## config.mk

```make
export PLATFORM = sky130hd
export DESIGN_NAME = seq_detector_n
export DESIGN_NICKNAME = d
export VERILOG_FILES = /design/src/rtl/seq_pkg.sv /design/src/rtl/seq_match_cnt.sv /design/src/rtl/seq_detector_n.sv
export SDC_FILE = /design/constraint.sdc
export NUM_CORES = 1
export LEC_CHECK = 0
export CAP_MARGIN = 20
export CELL_PAD_IN_SITES_DETAIL_PLACEMENT = 0
export CELL_PAD_IN_SITES_GLOBAL_PLACEMENT = 1
export CORE_AREA = 2 2 74 59
export CTS_BUF_LIST = sky130_fd_sc_hd__clkbuf_8
export DETAILED_ROUTE_END_ITERATION = 8
export DIE_AREA = 0 0 76 61
export PLACE_DENSITY = 0.88
export SLEW_MARGIN = 30
export SYNTH_ARGS = -nofsm -noshare
export SYNTH_HDL_FRONTEND = slang
export SYNTH_SLANG_ARGS = --single-unit
```

## constraint.sdc

```tcl
create_clock -name clk_i -period 3.31 [get_ports clk_i]
set_input_delay 0.662 -clock clk_i [delete_from_list [all_inputs] [get_ports clk_i]]
set_output_delay 0.662 -clock clk_i [all_outputs]
set_load 0.01 [all_outputs]
```

## src/rtl/seq_pkg.sv

```systemverilog
// Shared types and limits for the parametrised serial pattern detector.
package seq_pkg;

   typedef enum logic [1:0] {
      EMPTY = 2'd0,
      FILL  = 2'd1,
      ARMED = 2'd2
   } seq_state_e;

   localparam int SEQ_W_MIN = 2;
   localparam int SEQ_W_MAX = 32;
   localparam int CNT_W_MIN = 1;
   localparam int CNT_W_MAX = 32;

   // Fill counter must represent every value 0..seq_w inclusive.
   function automatic int fill_width(input int seq_w);
      return $clog2(seq_w + 1);
   endfunction

endpackage

```

## src/rtl/seq_match_cnt.sv

```systemverilog
// Saturating match counter with a sticky flag that records a match arriving
// while the counter already reads all-ones.
module seq_match_cnt #(
   parameter int CNT_W = 16
) (
   input  logic             clk,
   input  logic             rst,
   input  logic             clr,
   input  logic             inc,
   output logic [CNT_W-1:0] cnt,
   output logic             sat
);

   logic [CNT_W-1:0] cnt_q;
   logic             sat_q;

   // Count matches, holding at all-ones and latching the sticky flag there.
   always_ff @(posedge clk) begin
      if (rst || clr) begin
         cnt_q <= {CNT_W{1'b0}};
         sat_q <= 1'b0;
      end else if (inc) begin
         if (&cnt_q) begin
            cnt_q <= cnt_q;
            sat_q <= 1'b1;
         end else begin
            cnt_q <= cnt_q + CNT_W'(1'b1);
            sat_q <= sat_q;
         end
      end else begin
         cnt_q <= cnt_q;
         sat_q <= sat_q;
      end
   end

   assign cnt = cnt_q;
   assign sat = sat_q;

endmodule

```

## src/rtl/seq_detector_n.sv

```systemverilog
// Serial pattern detector: shifts qualified bits into a SEQ_W-bit window and
// flags matches against a masked reference, with a saturating match count.
module seq_detector_n
   import seq_pkg::*;
#(
   parameter int SEQ_W = 8,
   parameter int CNT_W = 16
) (
   input  logic             clk_i,
   input  logic             rst_i,
   input  logic             en_i,
   input  logic             bit_i,
   input  logic [SEQ_W-1:0] ref_i,
   input  logic [SEQ_W-1:0] mask_i,
   input  logic             overlap_i,
   input  logic             clear_i,
   output logic             flag_o,
   output logic [CNT_W-1:0] match_cnt_o,
   output logic             cnt_sat_o
);

   localparam int            FW        = fill_width(SEQ_W);
   localparam logic [FW-1:0] FILL_FULL = FW'(SEQ_W);
   localparam logic [FW-1:0] FILL_ZERO = {FW{1'b0}};
   localparam logic [FW-1:0] FILL_ONE  = FW'(1'b1);

   generate
      if (SEQ_W < SEQ_W_MIN || SEQ_W > SEQ_W_MAX) begin : g_bad_seq_w
         $error("seq_detector_n: SEQ_W outside legal range 2..32");
      end
      if (CNT_W < CNT_W_MIN || CNT_W > CNT_W_MAX) begin : g_bad_cnt_w
         $error("seq_detector_n: CNT_W outside legal range 1..32");
      end
   endgenerate

   logic [SEQ_W-1:0] win_q;
   logic [SEQ_W-1:0] win_next;
   logic [SEQ_W-1:0] win_shift;
   logic [FW-1:0]    fill_q;
   logic [FW-1:0]    fill_next;
   logic [FW-1:0]    fill_sat;
   seq_state_e       state_q;
   seq_state_e       state_next;
   logic             hit;
   logic             flag_q;

   // Next window, fill level, state and match decision for the current cycle.
   always_comb begin
      win_shift  = {win_q[SEQ_W-2:0], bit_i};
      fill_sat   = (fill_q >= FILL_FULL) ? FILL_FULL : (fill_q + FILL_ONE);
      win_next   = win_q;
      fill_next  = fill_q;
      state_next = state_q;
      hit        = 1'b0;
      if (clear_i) begin
         win_next   = {SEQ_W{1'b0}};
         fill_next  = FILL_ZERO;
         state_next = EMPTY;
      end else if (en_i) begin
         win_next = win_shift;
         // The incoming bit takes part in the comparison.
         hit = (fill_sat == FILL_FULL) &&
               (((win_shift ^ ref_i) & mask_i) == {SEQ_W{1'b0}});
         case (state_q)
            EMPTY:   state_next = FILL;
            FILL:    state_next = (fill_sat == FILL_FULL) ? ARMED : FILL;
            ARMED:   state_next = ARMED;
            default: state_next = EMPTY;
         endcase
         if (hit && !overlap_i) begin
            fill_next  = FILL_ZERO;
            state_next = EMPTY;
         end else begin
            fill_next  = fill_sat;
         end
      end else begin
         win_next   = win_q;
         fill_next  = fill_q;
         state_next = state_q;
      end
   end

   // History window, fill level, state and the registered match pulse.
   always_ff @(posedge clk_i) begin
      if (rst_i) begin
         win_q   <= {SEQ_W{1'b0}};
         fill_q  <= FILL_ZERO;
         state_q <= EMPTY;
         flag_q  <= 1'b0;
      end else begin
         win_q   <= win_next;
         fill_q  <= fill_next;
         state_q <= state_next;
         flag_q  <= hit;
      end
   end

   seq_match_cnt #(
      .CNT_W (CNT_W)
   ) u_match_cnt (
      .clk (clk_i),
      .rst (rst_i),
      .clr (clear_i),
      .inc (hit),
      .cnt (match_cnt_o),
      .sat (cnt_sat_o)
   );

   assign flag_o = flag_q;

endmodule

```

# == Word-level counts from Yosys, hierarchy flattened ==
# Cells that the tools add are included.
# op_classes
addsub,2
n_mul,0
div_mod_pow,0
order_cmp,1
eq_ne,1
n_shift,0
n_mux,4
bitwise,3
n_reduce_logical,9
# op_table
op,n
$reduce_and 17->1,1
$add 16x1->16 const B,1
$reduce_and 16->1,1
$and 8x8->8,1
$logic_not 8->1,1
$mux 4,2
$xor 8x8->8,1
$add 4x1->4 const B,1
$eq 4x4->1 const B,1
$ge 4x4->1 const B,1
$logic_and 1x1->1,2
$mux 1,2
$reduce_and 2->1,1
$reduce_or 2->1,1
$logic_not 1->1,1
$logic_or 1x1->1,1
$not 1->1,1
# word_totals
ff_bits,29
latchBits,0
ramBits,0
rom_bits,0
input_bits,22
word_cells,25
n_memories,0

# == Depth between registers and ports, before layout ==
# Gate-level depths: netlist of run 1.
# depth
depth_word,7
ltp_mapped,8
mapped_depth_nobuf,7

# == By module ==
# A second synthesis of run 1 with hierarchy kept.
# unflattened
cells_unflattened,169
area_unflattened_um2,1488.9
# modules_own_cells
module,instances,cells_per_inst,area_each_um2
seq_match_cnt,1,102,877.1
seq_detector_n,1,67,611.8

# == Worst setup path before layout of run 1 ==
# Ideal clock, no wire load.
# synth_timing
kind,input -> register
startpoint,input ref_i[5]
endpoint,"register u_match_cnt.cnt_q[14], in the netlist u_match_cnt.cnt[14]"
t_arrival_ns,2.147
setup_slack_ns,1.103
stages,6
path_buffers,0
cell_sequence,xor2_1 -> a222oi_1 -> o211ai_1 -> or3_1 -> or4_1 -> nand2_1
# synth_via
elab_chain_cells,7
# synth_rtl
element,line_no,text
from (decl),seq_detector_n.sv:13,"input logic [SEQ_W-1:0] ref_i,"
$xor 8x8->8,seq_detector_n.sv:63,(((win_shift ^ ref_i) & mask_i) == {SEQ_W{1'b0}});
$and 8x8->8,seq_detector_n.sv:63,
$logic_not 8->1,seq_detector_n.sv:63,
$logic_and 1x1->1,seq_detector_n.sv:62,hit = (fill_sat == FILL_FULL) &&
$mux 1,seq_detector_n.sv:59,end else if (en_i) begin
$mux 1,seq_detector_n.sv:55,if (clear_i) begin
$reduce_and 2->1 (no source line),-,
to (signal assigned),seq_match_cnt.sv:24,cnt_q <= cnt_q;
to (signal assigned),seq_match_cnt.sv:27,cnt_q <= cnt_q + CNT_W'(1'b1);
to (signal assigned),seq_match_cnt.sv:31,cnt_q <= cnt_q;
to (decl),seq_match_cnt.sv:14,logic [CNT_W-1:0] cnt_q;
# Every way passes these cells.
# A chain may end at the register's enable or synchronous reset.

# == Worst setup path after layout of run 1 ==
# layout_timing
startpoint,input ref_i[5]
endpoint,"register u_match_cnt.cnt_q[5], in the netlist u_match_cnt.cnt[5]"
# Same word-level chain as after synthesis.

==> summary.md, run 1 <==
| Metric | Value |
|---|---|
| Slew @ Worst Pin | 0.716 ns |
| Clk_skew | 0.00344 ns |
| Worst-path clk slew | 0.06 ns |
| CTS tree | done |
| Post-synthesis register bit count | 29 |
| Routed vias | 1402 |
| Fin. Hold Viols | 0 |
| Critical path type | in -> reg |
| Final Power | 699 µW |
| Hold crit path type | reg -> reg |
| RSZ-0062 raised after global routing | no |
| Critical Path Start | ref_i[5] |
| CTS H-tree lvls | 2 |
| Synth Cell Area | 1470 µm² |
| Die Y | 61 µm |
| Crit Path Max Fanout | 8 |
| Synth warn | 0 |
| Gpl congestion | 0.781 |
| Sink Count | 29 |
| Syn_area_per_cell | 8.28 µm² |
| Area of the multi-input gates | 846 µm² |
| Die Footprint | 4640 µm² |
| # setup viols final | 0 |
| Initial DRC count | 68 |
| Achievable Freq | 389 MHz |
| Hold_buf cts | 0 |
| Final min period | 2.57 ns |
| Commonest non-fill, non-tap cell in the layout | clkdlybuf4s50_1 |
| Post-CTS Resized | 0 |
| Setup crit end | u_match_cnt.cnt[5] |
| Drt wl/cell | 12.5 µm |
| Fill count | 398 |
| Post-route ant nets | 0 |
| Initial antenna violation count | 0 |
| P_leak | 0.712 nW |
| Clk Latency, worst-skew pair | 0.28 ns |
| Vias in the first global route | 1229 |
| Nets | 244 |
| Post-DP HPWL | 2.49 mm |
| Total GRT Usage | 15.8% |
| Most frequent cells in the layout | clkdlybuf4s50_1 (39), dfxtp_1 (29), nor2_1 (28), nand2_1 (18), xor2_1 (9) |
| DRT Pass-1 Iters | 5 |
| P&R area growth vs syn | 36.6% |
| Tcrit/Tclk final | 77.6% |
| Clock tree buffer depth | 2 |
| Storage element area | 581 µm² |
| Seq/Total Area, Yosys | 39.6% |
| Max cap viols | 0 |
| Slew margin rel. | 52.1% |
| Drt drc | 0 |
| Io pins | 40 |
| Status | completed |
| Core ar. | 3880 µm² |
| Post-CTS Setup Inserts | 0 |
| Req. time, crit path | 3.48 ns |
| Initial Util | 37.8% |
| CP Capture Type | flop |
| VDD IR max | 0.231 mV |
| Syn nets | 202 |
| Count of distinct cell types in the synthesized netlist | 33 |
| WL final | 3.42 mm |
| Inst Count DP | 267 |
| Die width | 76 µm |
| P per Cell Area | 349 nW/µm² |
| CTS Buf Count | 5 |
| RR Endpoint | u_match_cnt.cnt[5] |
| Finished Cell Area | 2000 µm² |
| Internal reg-to-reg setup slack | 1.03 ns |
| Reg2reg start | fill_q[0] |
| IO buf count | 39 |
| Rows | 20 |
| Largest net degree at the start of global routing | 26 |
| R2R depth | 7 |
| CTS root buf | clkbuf_8 |
| First-pass GRT wire length | 5.79 mm |
| Max Slew Vio Count | 0 |
| Post-Layout Cell Count | 274 |
| Placed cell area | 1920 µm² |
| Setup crit start kind | input port |
| Worst Hold Launch | u_match_cnt.sat |
| GRT overflow | 0 |
| Setup TNS | 0 ns |
| Share of layout cells above drive strength 1 | 5.48% |
| # diodes | 0 |
| Vias per inst | 5.12 |
| Post-synthesis cell count | 177 |
| Crit path DAT | 2.74 ns |
-- worst max-delay path, stage by stage --
cell             delay (ns)
clkdlybuf4s50_1        0.41
xor2_1                 0.14
a222oi_1               0.33
o211ai_1               0.30
nor3_2                 0.52
a31oi_1                0.15
a41o_1                 0.22
-- where the power goes --
part | leakage, nW | total, mW | internal (mW) | switching, mW
combinational | 0.430 | 0.0571 | 0.0334 | 0.0238
clock | 0.0485 | 0.290 | 0.161 | 0.128
sequential | 0.234 | 0.352 | 0.350 | 0.00143
total | 0.712 | 0.699 | 0.545 | 0.153
-- cells by family (layout without fill, tap and decap cells) --
group / Yosys count / count (layout) / synth area share (%)
multiplexers: 8 / 8 / 5.47
flip-flops: 29 / 29 / 39.6
XOR/XNOR: 16 / 16 / 9.56
AND/OR/NAND/NOR: 84 / 84 / 27.7
adder cells (fa/ha/maj): 3 / 3 / 2.56
AO/OA/AOI/OAI: 27 / 27 / 12.5
buffers and inverters: 10 / 52 / 2.65
-- state kept, by name, summed over array words and instances, names as in the netlist --
signal           cells
fill_q               4
u_match_cnt.sat      1
u_match_cnt.cnt     16
win_q                7
flag_o               1
-- worst min path at each step --
stage	endpoint	slack (ns)	cells past startpoint
floorplan	fill_q[2]	0.47	1
global placement	u_match_cnt.sat	0.46	2
detailed placement	u_match_cnt.sat	0.47	2
CTS	u_match_cnt.sat	0.48	2
global route	u_match_cnt.sat	0.53	2
finish	u_match_cnt.sat	0.47	2
-- Yosys cell counts, drive strengths merged --
cell type  count  share of area [%]
dfxtp         29                 40
nor2          28                7.2
nand2         18                4.6
xor2           9                5.4
mux2i          8                5.5
nand3          7                2.4
nor3           7                2.7
xnor2          7                4.2
nor4           6                2.6
o21ai          6                2.0
a21oi          5                1.7
a31oi          4                1.7
inv            4                1.0
nand4          4                1.7
a41o           3                2.0
buf            3               0.85
clkbuf         3               0.77
ha             3                2.6
o211ai         3                1.5
or4            3                1.5
a22oi          2                1.0
nand2b         2               0.85
nor2b          2               0.85
nor3b          2                1.0
or2            2               0.85
or3            2               0.85
a222oi         1               0.68
a22o           1               0.60
a31o           1               0.60
nand3b         1               0.51
o31ai          1               0.51
-- stage by stage --
step                      setup WS [ns]  hold slack (ns)  utilization, %
after floorplan                    1.10            0.475               -
after global placement            0.509            0.462            49.4
after detailed placement          0.437            0.469            49.4
after CTS                         0.748            0.484            51.6
after global routing              0.536            0.532            51.6
final                             0.742            0.472            51.6
-- routing by layer --
metal  wire length, µm  GRT usage [%]  vias up  part of all wire, %
li1                  -              -      715                    -
met4                40           7.01        0                  1.2
met5                 0              0        -                    0
met3               162           4.46        5                  4.7
met2              1460           23.6       41                   43
met1              1750           21.8      641                   51
-- layout make-up --
class | instances | share of cell area, %
multi-input combinational | 138 | 42.2
sequential | 29 | 29.0
timing repair buffer | 41 | 20.3
clock buffer | 6 | 4.13
tap | 55 | 3.44
inverter | 4 | 0.750
clock inverter | 1 | 0.188
No activity file was read; power rests on OpenSTA's default activity.
==> run 2: changes to the inputs <==
Settings changed: CORE_AREA 2 2 74 59 to 2 2 77 61, DIE_AREA 0 0 76 61 to 0 0 79 63, PLACE_DENSITY 0.88 to 0.82.
Clock period 3.31 ns to 2.4 ns, I/O delays scaled along.
==> run 2 against run 1 <==
Compared with the run above: sequential power rose by 38%; count of clock-buffer cells in the layout fell by 1; final area rose by 4.7%; via count rose by 2.2%; register-to-register slack got worse by 0.76 ns; sequential cell count did not move; non-clock buffer count rose by 14; hold slack improved by 0.018 ns; critical path depth did not move; largest cell class unchanged.
==> summary.md, run 2 (same netlist as run 1, synthesis figures left out) <==
| Metric | Value |
|---|---|
| Worst Hold Launch | u_match_cnt.sat |
| Post-Layout Cell Count | 289 (+5.5%) |
| Hold_buf cts | 0 (unchanged) |
| R2R depth | 7 (unchanged) |
| Final min period | 2.25 ns |
| Clock tree buffer depth | 2 (unchanged) |
| Routed vias | 1433 (+2.2%) |
| Core ar. | 4260 µm² (+9.7%) |
| Drt wl/cell | 12.6 µm (+0.74%) |
| Req. time, crit path | 2.62 ns (-0.86 ns) |
| Initial antenna violation count | 0 (unchanged) |
| Total GRT Usage | 15.4% (-0.48 points) |
| Most frequent cells in the layout | clkdlybuf4s50_1 (39), dfxtp_1 (29), nor2_1 (28), nand2_1 (18), buf_4 (16) |
| P_leak | 0.770 nW (+8.1%) |
| # setup viols final | 0 (unchanged) |
| CTS root buf | clkbuf_8 |
| Slowest cell on crit path | or3_1 |
| Vias in the first global route | 1264 (+2.8%) |
| Hold Path Sink | u_match_cnt.sat |
| Crit Path Max Fanout | 4 (-4) |
| Setup TNS | 0 ns (unchanged) |
| P per Cell Area | 443 nW/µm² (+27%) |
| Commonest non-fill, non-tap cell in the layout | clkdlybuf4s50_1 |
| Die width | 79 µm (+3.9%) |
| Setup crit start kind | input port |
| Met3 Use GR | 4.19% (-0.27 points) |
| Final worst slack | 0.154 ns (-0.588 ns) |
| Max Slew Vio Count | 0 (unchanged) |
| Finished Cell Area | 2100 µm² (+4.7%) |
| Post-route ant nets | 0 (unchanged) |
| VDD IR max | 0.215 mV (-6.9%) |
| Die Footprint | 4980 µm² (+7.4%) |
| Crit path DAT | 2.47 ns (-0.27 ns) |
| DP Worst Slack | -0.141 ns (-0.578 ns) |
| Status | completed |
| Global routing's busiest layer | met1 |
| Internal reg-to-reg setup slack | 0.27 ns (-0.76 ns) |
| Slew @ Worst Pin | 0.371 ns (-0.345 ns) |
| Largest net degree at the start of global routing | 14 (-46%) |
| Clk_skew | 0.00785 ns (+0.00441 ns) |
| CTS tree | done |
| Nets | 258 (+5.7%) |
| Hold depth | 2 (unchanged) |
| Achievable Freq | 445 MHz |
| First-pass GRT wire length | 6.00 mm (+3.6%) |
| Placed cell area | 2020 µm² (+5.6%) |
| CTS H-tree lvls | 2 (unchanged) |
| CP Capture Type | flop |
| Io pins | 40 (unchanged) |
| Critical path type | in -> reg |
| CTS Buf Count | 5 (unchanged) |
| Clk Latency, worst-skew pair | 0.27 ns (about the same) |
| Post-DP HPWL | 2.79 mm (+12%) |
| GRT overflow | 0 (unchanged) |
| IO buf count | 39 (unchanged) |
| Post-CTS Resized | 0 (unchanged) |
| Max FFs per register | 16 (unchanged) |
| # diodes | 0 (unchanged) |
| Inst Count DP | 283 (+6.0%) |
| Post-CTS Setup Inserts | 0 (unchanged) |
| DRT Pass-1 Iters | 4 (-1) |
| Share of layout cells above drive strength 1 | 11.2% (+5.7 points) |
| Die Y | 63 µm (+3.3%) |
| Slowest Stage Delay on Critical Path | 0.42 ns (-0.10 ns) |
| Gpl congestion | 0.797 (+2.1%) |
| Sink Count | 29 (unchanged) |
| RSZ-0062 raised after global routing | no |
| Final Power | 930 µW (+33%) |
| WL final | 3.63 mm (+6.3%) |
| Initial Util | 34.4% (-3.4 points) |
| Hold crit path type | reg -> reg |
| Vias per inst | 4.96 (-3.1%) |
| Tcrit/Tclk final | 93.6% |
| GRT met1 Usage | 21.7% (-0.12 points) |
| Reg2reg start | fill_q[0] |
| Slew margin rel. | 75.1% (+23 points) |
| Rows | 21 (+5.0%) |
| Met2 usage | 21.6% (-2.0 points) |
| Fin. Hold Viols | 0 (unchanged) |
| RR Endpoint | u_match_cnt.cnt[14] |
| Initial DRC count | 59 (-13%) |
| Drt drc | 0 (unchanged) |
| P&R area growth vs syn | 43.1% |
| Worst-path clk slew | 0.06 ns (about the same) |
| Max cap viols | 0 (unchanged) |
| CP Cell Sequence | clkdlybuf4s50_1 -> xor2_1 -> a222oi_1 -> o211ai_1 -> or3_1 -> or4_1 -> nand2_1 |
==> run 2: changes by cell type in the layout (fill, tap and decap cells not counted) <==
cell / previous run / this run
buf_4: 2 / 16
clkbuf_8: 6 / 5
clkinv_2: 0 / 1
inv_1: 5 / 4
==> run 2: worst max path at each step <==
stage                     startpoint             endpoint  slack (ns)
after floorplan             ref_i[5]  u_match_cnt.cnt[14]        0.38
after global placement      ref_i[5]  u_match_cnt.cnt[14]       -0.11
after detailed placement    ref_i[5]  u_match_cnt.cnt[14]       -0.14
after CTS                   ref_i[5]  u_match_cnt.cnt[14]        0.15
after global routing        ref_i[5]  u_match_cnt.cnt[10]       0.002
final                       ref_i[5]  u_match_cnt.cnt[14]        0.15
==> run 2: stage by stage <==
step	hold WS (ns)	utilization (%)
2_1_floorplan	0.475	-
3_3_place_gp	0.466	47.5
3_5_place_dp	0.473	47.5
4_1_cts	0.487	49.3
5_1_grt	0.534	49.3
6_report	0.490	49.3
==> run 2: layout make-up <==
cell class | count | area [µm²]
Tap cell | 57 | 71.3
Multi-Input combinational cell | 138 | 846
Timing Repair Buffer | 55 | 510
Sequential cell | 29 | 581
Inverter | 4 | 15.0
Clock inverter | 1 | 5.00
Clock buffer | 5 | 68.8
Fill cell | 437 | 2160
==> run 2: power breakdown <==
group | switching (mW) | internal, mW
Combinational | 0.0339 | 0.0517
Clock | 0.169 | 0.190
Sequential | 0.00202 | 0.483
==> run 2: critical path, delay by kind of cell <==
family	cells	cell delay, ns
AND/OR/NAND/NOR	3	0.89
XOR/XNOR	1	0.14
buffers and inverters	1	0.41
AO/OA/AOI/OAI	2	0.55
==> run 2: routing by layer <==
metal,vias to the layer above,wire length [µm]
met5,-,0
met3,5,179
li1,741,-
met2,30,1490
met4,0,53
met1,657,1910
